==> src/rtl/rec_patron_param.sv <==
// rec_patron_param: serial symbol pattern recogniser with runtime-loadable
// pattern, overlap/non-overlap detection and a saturating match counter.
module rec_patron_param #(
    parameter int SYM_W   = 1,
    parameter int PAT_LEN = 4,
    parameter logic [PAT_LEN*SYM_W-1:0] RESET_PAT = 4'b0101,
    parameter int CNT_W   = 8,
    localparam int IDX_W  = (PAT_LEN > 1) ? $clog2(PAT_LEN) : 1
) (
    input  logic             clk,
    input  logic             rst_n,
    input  logic             in_valid,
    input  logic [SYM_W-1:0] in_sym,
    input  logic             overlap,
    input  logic             cfg_we,
    input  logic [IDX_W-1:0] cfg_idx,
    input  logic [SYM_W-1:0] cfg_sym,
    input  logic             cnt_clr,
    output logic             match,
    output logic             hist_full,
    output logic [CNT_W-1:0] match_cnt
);

    localparam int HW     = PAT_LEN * SYM_W;
    localparam int FILL_W = $clog2(PAT_LEN + 1);
    localparam logic [FILL_W-1:0] FULL = FILL_W'(PAT_LEN);

    logic [HW-1:0]     hist;
    logic [HW-1:0]     hist_nx;
    logic [HW-1:0]     pat;
    logic [HW-1:0]     pat_nx;
    logic [FILL_W-1:0] fill;
    logic [FILL_W-1:0] fill_nx;
    logic              hit;
    logic              accept;

    // Newest symbol lands at index PAT_LEN-1, matching pattern layout.
    always_comb begin
        accept  = in_valid && !cfg_we;
        hist_nx = {in_sym, hist[HW-1:SYM_W]};
        fill_nx = (fill == FULL) ? FULL : fill + FILL_W'(1);
        hit     = (fill_nx == FULL) && (hist_nx == pat);
        pat_nx  = pat;
        for (int i = 0; i < PAT_LEN; i++) begin
            if (cfg_idx == IDX_W'(i))
                pat_nx[i*SYM_W +: SYM_W] = cfg_sym;
        end
    end

    always_ff @(posedge clk) begin
        if (!rst_n) begin
            pat       <= RESET_PAT;
            hist      <= '0;
            fill      <= '0;
            match     <= 1'b0;
            hist_full <= 1'b0;
            match_cnt <= '0;
        end else begin
            match     <= 1'b0;
            hist_full <= (fill == FULL);
            if (cfg_we) begin
                pat       <= pat_nx;
                hist      <= '0;
                fill      <= '0;
                hist_full <= 1'b0;
            end else if (in_valid) begin
                hist      <= hist_nx;
                match     <= hit;
                hist_full <= (fill_nx == FULL);
                fill      <= (hit && !overlap) ? '0 : fill_nx;
            end
            // Clear beats a coincident hit.
            if (cnt_clr)
                match_cnt <= '0;
            else if (accept && hit && (match_cnt != '1))
                match_cnt <= match_cnt + CNT_W'(1);
        end
    end

endmodule

==> config.mk <==
export PLATFORM = sky130hd
export DESIGN_NAME = rec_patron_param
export DESIGN_NICKNAME = d
export VERILOG_FILES = /design/src/rtl/rec_patron_param.sv
export SDC_FILE = /design/constraint.sdc
export NUM_CORES = 1
export LEC_CHECK = 0
export BUFFER_PORTS_ARGS = -buffer_cell sky130_fd_sc_hd__clkbuf_2
export CORE_MARGIN = 2
export CORE_UTILIZATION = 40
export DETAILED_ROUTE_END_ITERATION = 10
export PLACE_DENSITY = 0.58
export SYNTH_ARGS = -nofsm -noshare
export SYNTH_HDL_FRONTEND = slang
export SYNTH_SLANG_ARGS = --single-unit
==> constraint.sdc <==
create_clock -name clk -period 5.1 [get_ports clk]
set_clock_uncertainty 0.15 [all_clocks]
set_input_delay 1.02 -clock clk [delete_from_list [all_inputs] [get_ports clk]]
set_output_delay 1.02 -clock clk [all_outputs]
set_load 0.01 [all_outputs]
==> run metrics, run 1 <==
die width=56.0 um; Skew-Pair Late Insertion Delay=310 ps; PwrDens=roughly 250 mW/mm^2; Placed Instances=162; maxcap violations=0; CORE AREA=about 0.0025 mm^2; cell area after synthesis=0.00108 mm^2; CP Cell Sequence=clkbuf_2 -> o2111ai_2 -> nor4_4 -> mux2i_1; Netlist cell types=32; syn avg cell area=between 9 and 10 um^2; num rows=18; r2r startpoint=fill[0]$_SDFFE_PP0P_; met1 usage=0.216; r2r endpoint=match_cnt[1]$_SDFFE_PP0P_; Final HPWL DP=roughly 1600 um; vias in the first global route=approximately 840; Cells after Synth=115; diode count=0; final core occ=0.497; residual DRC count=0; Worst Path Arrival=2290 ps; CP Capture Type=flop; Die H=approximately 56 um; Non-Filler Instances=approximately 170; # setup viols final=0; Post-DRT Antenna Nets=0; reg2reg setup slack=~2900 ps; Mapped Nets=between 100 and 150; PostCTS Resize Cnt=0; compound-cell area share of the yosys netlist=0.104; CTS tree=built; hold path depth=2; largest family of logic cells by synthesized area=simple AND/OR/NAND/NOR gates; Area Growth Syn to Fin=15.6%; filler instances=~270; Starting Density=0.430; Hold WC Path Type=flop to flop; Hold-fix buffers, CTS=0; Seq/Total Area, Yosys=0.370; Post-Synth Simple-Gate Area=0.276; synth warn=0; Final period util=0.429; GPL Wtd Cong=slightly below 0.9; Post-synth EDFFs=0; hold worst-path end=match_cnt[0]$_SDFFE_PP0P_; worst setup path start=in_valid; setup bufs post-CTS=0; async set-reset flop share out of synthesis=0; post-synthesis mux area share=0.148; layout cell share with drive strength beyond 1=0.250; DRT Wirelength=2130 um; Worst Max-Slew Pin Slew=619 ps; initial antenna violation count=0; GR met2 Demand/Resource=0.222; cells on worst reg2reg path=5; FF+latch count, synth=20; total track usage=0.150; gr ovfl total=0; I/O Pins=20; largest net degree at the start of global routing=13; Final Hold Fails=0; Max Fanout on Critical Path=10; Critical Path RT=about 5200 ps; root buffer cell=clkbuf_4; CP startpoint kind=primary input; Port Buf Inserts=19; RSZ-0062 raised after global routing=false; Final TNS setup=0 ps; clk slew on worst S/H paths=~120 ps; XOR/XNOR Fraction of Synth Area=0.0323; met3 Usage GRT=0.0488; top_reg_cell synth=dfxtp_1; Avg WL per Cell=12.8 um; Adder-Cell Fraction of Synth Area=0.0346; CTS Sinks=20; Pleak=approximately 0.47 nW; die area=0.00314 mm^2; Vias/cell=between 5 and 6; Slew Limit Fails=0; HP Start=match_cnt[0]$_SDFFE_PP0P_; Top Usage Layer GRT=met2; outcome=complete, no violations; routed via count=roughly 900; Critical Path Max Stage Delay=440 ps; Clock Path Buffers=2; f_max=458 MHz; drt first pass iters=4; peak supply drop=approximately 0.32 mV; nets=150; CTS buffer count=3; global-route wire length before repair=between 3000 and 4000 um; relative slew slack=0.586; crit path kind=primary input to flop; Critical-path top delay cell=nor4_4; htree depth=1; post-layout min period=2190 ps; Iteration-0 DRC Markers=28
how the worst max path moves through the flow:
stage	end	depth (start not counted)
after floorplan	match_cnt[0]$_SDFFE_PP0P_	4
after global placement	match_cnt[1]$_SDFFE_PP0P_	4
after detailed placement	match_cnt[1]$_SDFFE_PP0P_	4
after CTS	match_cnt[1]$_SDFFE_PP0P_	4
after global routing	match_cnt[4]$_SDFFE_PP0P_	5
final	match_cnt[1]$_SDFFE_PP0P_	4
metrics by stage:
stage	total power [W]	hold slack, ps	cell area, um^2	setup WS (ps)
after detailed placement	0.000189	341	1200	2580
final	0.000316	356	1250	2910
after global placement	0.000189	329	1200	2590
after floorplan	0.000180	310	1080	2760
after global routing	0.000331	394	1250	2800
after CTS	0.000320	359	1250	2910
worst max-delay path: cells and delay by family:
kind,cells,cell delay [ps]
AO/OA/AOI/OAI,1,370
AND/OR/NAND/NOR,1,440
buffers and inverters,1,240
multiplexers,1,210
flip-flops by register name (all words and copies together), names as in the netlist:
signal and flops:
match_cnt 8, fill 3, match 1, hist 3
pat 4, hist_full 1
routing by layer:
metal  vias up  routed length (um)
li1        466                   -
met1       416                1100
met2        26                 889
met3         2                 129
met4         0                  15
met5         -                   0
where the power goes:
part	total, W	switching (W)	internal (W)	leakage, nW
registers	0.000160	0.00000181	0.000158	0.162
logic	0.0000254	0.0000151	0.0000103	0.282
clock network	0.000131	0.0000512	0.0000795	0.0279
total	0.000316	0.0000681	0.000248	0.471
area by class of cell:
cell class / instances / area, um^2 / area share
Tap cell: 30 / 37.5 / 0.0300
Inverter: 6 / 22.5 / 0.0180
Clock inverter: 1 / 30.0 / 0.0240
Multi-Input combinational cell: 87 / 644 / 0.514
Sequential cell: 20 / 400 / 0.320
Clock buffer: 3 / 22.5 / 0.0180
Timing Repair Buffer: 19 / 95.1 / 0.0759
Yosys cell counts, types with 3 or more instances:
master   instances  share of area
inv_1            5          0.017
dfxtp_1         20           0.37
nor4_2           6          0.069
nand3_1          3          0.014
nor2_1          10          0.035
o21ai_0          4          0.018
ha_1             3          0.035
nand2_1         14          0.048
or3_1            6          0.035
mux2i_1         16           0.15
cells by family after synthesis:
group                    Yosys count
multiplexers                      16
AND/OR/NAND/NOR                   49
AO/OA/AOI/OAI                     15
flip-flops                        20
adder cells (fa/ha/maj)            3
XOR/XNOR                           4
buffers and inverters              8
cell usage in the layout, fill, tap and decap left out, types with 4 or more instances in the layout:
| master | instances |
|---|---|
| clkbuf_2 | 19 |
| dfxtp_1 | 20 |
| inv_1 | 5 |
| mux2i_1 | 16 |
| nand2_1 | 14 |
| nor2_1 | 10 |
| nor4_2 | 6 |
| o21ai_0 | 4 |
| or3_1 | 6 |
Power figures use the tool's default switching activity.
==> run 2: changes to the inputs <==
--- a/config.mk
+++ b/config.mk
@@ -9,7 +9,7 @@
 export CORE_MARGIN = 2
 export CORE_UTILIZATION = 40
 export DETAILED_ROUTE_END_ITERATION = 10
-export PLACE_DENSITY = 0.58
+export PLACE_DENSITY = 0.6
 export SYNTH_ARGS = -nofsm -noshare
 export SYNTH_HDL_FRONTEND = slang
 export SYNTH_SLANG_ARGS = --single-unit
==> constraint.sdc (replaced) <==
create_clock -name clk -period 1.84 [get_ports clk]
set_clock_uncertainty 0.15 [all_clocks]
set_input_delay 0.368 -clock clk [delete_from_list [all_inputs] [get_ports clk]]
set_output_delay 0.368 -clock clk [all_outputs]
set_load 0.01 [all_outputs]
==> run metrics, run 2 (synthesis gave the netlist of run 1 again) <==
outcome=finished with violations (was complete, no violations); violated checks=setup timing; largest net degree at the start of global routing=12 (was 13); Vias/cell=5.25 (was 5.48); total track usage=0.163 (was 0.150); initial antenna violation count=0 (unchanged); routed via count=977 (was 910); commonest non-fill, non-tap cell in the layout=clkbuf_2 (was dfxtp_1); post-place setup slack=-84.0 ps (was 2580 ps); nets=170 (was 150); root buffer cell=clkbuf_4 (unchanged); Final period util=1.04; peak supply drop=0.361 mV (was 0.319 mV); die width=56.0 um (unchanged); diode count=0 (unchanged); I/O Pins=20 (unchanged); CTS Sinks=20 (unchanged); DRT Wirelength=2470 um (was 2130 um); Iteration-0 DRC Markers=9 (was 28); layout cell share with drive strength beyond 1=0.391 (was 0.250); PwrDens=534 mW/mm^2 (was 252 mW/mm^2); Fin Hold WS=117 ps (was 356 ps); Sequential Power Share=0.548 (was 0.506); commonest non-fill, non-tap cells in the layout=19 x clkbuf_2, 18 x dfxtp_1, 16 x mux2i_1, 16 x buf_4, 14 x nand2_1 (was 20 x dfxtp_1, 19 x clkbuf_2, 16 x mux2i_1, 14 x nand2_1, 10 x nor2_1); register name with the most flops=match_cnt (unchanged); drt first pass iters=4 (unchanged); NetSw=0.000202 W (was 0.0000681 W); crit path kind=flop to flop (was primary input to flop); Clock Path Buffers=2 (unchanged); maxcap violations=0 (unchanged); dpl cell area=0.00137 mm^2 (was 0.00120 mm^2); Slew Limit Fails=0 (unchanged); Worst Path Arrival=2010 ps (was 2290 ps); Avg WL per Cell=13.3 um (was 12.8 um); num rows=18 (unchanged); Final TNS setup=-389 ps (was 0 ps); worst setup margin=-76.7 ps (was 2910 ps); Die H=56.0 um (unchanged); Hold-fix buffers, CTS=0 (unchanged); Hold WC Path Type=primary input to flop (was flop to flop); GPL Wtd Cong=0.828 (was 0.865); post-layout min period=approximately 1900 ps; global-route wire length before repair=4150 um (was 3800 um); Gate power share=0.125 (was 0.080); gr ovfl total=0 (unchanged); Post-DRT Antenna Nets=0 (unchanged); clk slew on worst S/H paths=120 ps (about the same); die area=0.00314 mm^2 (unchanged); htree depth=1 (unchanged); CORE AREA=0.00252 mm^2 (unchanged); residual DRC count=0 (unchanged); CP startpoint kind=flop (was primary input); Starting Density=0.430 (unchanged); CP Capture Type=flop (unchanged); Final Hold Fails=0 (unchanged); Skew-Pair Late Insertion Delay=300 ps (was 310 ps); largest registers=match_cnt: 8 flops, pat: 4 flops (unchanged); f_max=about 520 MHz; Worst Max-Slew Pin Slew=677 ps (was 619 ps); CTS tree=built (unchanged); clock power share=0.326 (was 0.413); Final HPWL DP=1820 um (was 1610 um); Port Buf Inserts=19 (unchanged); Max Fanout on Critical Path=5 (was 10); final core occ=0.600 (was 0.497); Area Growth Syn to Fin=39.7% (was 15.6%); Critical Path RT=1940 ps (was 5200 ps); CTS buffer count=3 (unchanged); RSZ-0062 raised after global routing=true (was false); Pleak=0.659 nW (was 0.471 nW); relative slew slack=0.547 (was 0.586); vias in the first global route=926 (was 836); Sw Ratio=0.250 (was 0.215); # setup viols final=7 (was 0); Pint=0.000606 W (was 0.000248 W); post-route cell area=0.00151 mm^2 (was 0.00125 mm^2); Largest register FFs=8 (unchanged)
-- run 2: metrics by stage --
step	total power (W)	instances
3_5_place_dp	0.000543	174
5_1_grt	0.000844	186
6_report	0.000808	186
2_1_floorplan	0.000507	115
4_1_cts	0.000815	183
3_3_place_gp	0.000541	174
-- run 2: power by group through the flow --
stage | Clock (W) | Combinational, W | Sequential, W
finish | 0.000264 | 0.000101 | 0.000443
global route | 0.000287 | 0.000112 | 0.000444
CTS | 0.000273 | 0.0000989 | 0.000443
detailed placement | 0 | 0.0000904 | 0.000453
global placement | 0 | 0.0000882 | 0.000453
floorplan | 0 | 0.0000542 | 0.000453
-- run 2: worst paths after layout --
kind                                  start                         to  slack (ps)  cells past startpoint
setup / recovery       fill[1]$_SDFFE_PP0P_  match_cnt[5]$_SDFFE_PP0P_         -80                      5
hold / removal                        rst_n        pat[0]$_SDFFE_PN1P_         120                      2
setup reg to reg       fill[1]$_SDFFE_PP0P_  match_cnt[5]$_SDFFE_PP0P_         -80                      5
hold reg to reg   match_cnt[1]$_SDFFE_PP0P_  match_cnt[1]$_SDFFE_PP0P_         350                      2
-- run 2: repair_timing --
action	CTS	global route
endpoints found under the setup margin	9	9
gates cloned	1	0
resized for setup	7	1
pin swaps	7	3
setup buffers	4	3
-- run 2: final cells by class --
type                    instances  area (um^2)
clock buffers                   4         36.3
fillers                       229         1010
inverters                       6         22.5
multi-input cells              88          766
flip-flops and latches         20          403
well taps                      30         37.5
repair buffers                 38          249
-- run 2: critical path, cell delays in order (launching register included) --
cell     delay [ps]
dfxtp_2         350
inv_2            40
ha_4            230
or4_4           610
nor4_4          270
mux2i_1         200
-- run 2: layer usage --
layer / vias up / GRT usage / wire [um]
met5: - / 0 / 0
met4: 0 / 0.0612 / 29
met3: 4 / 0.0256 / 76
met2: 16 / 0.269 / 1140
met1: 446 / 0.212 / 1220
li1: 511 / - / -
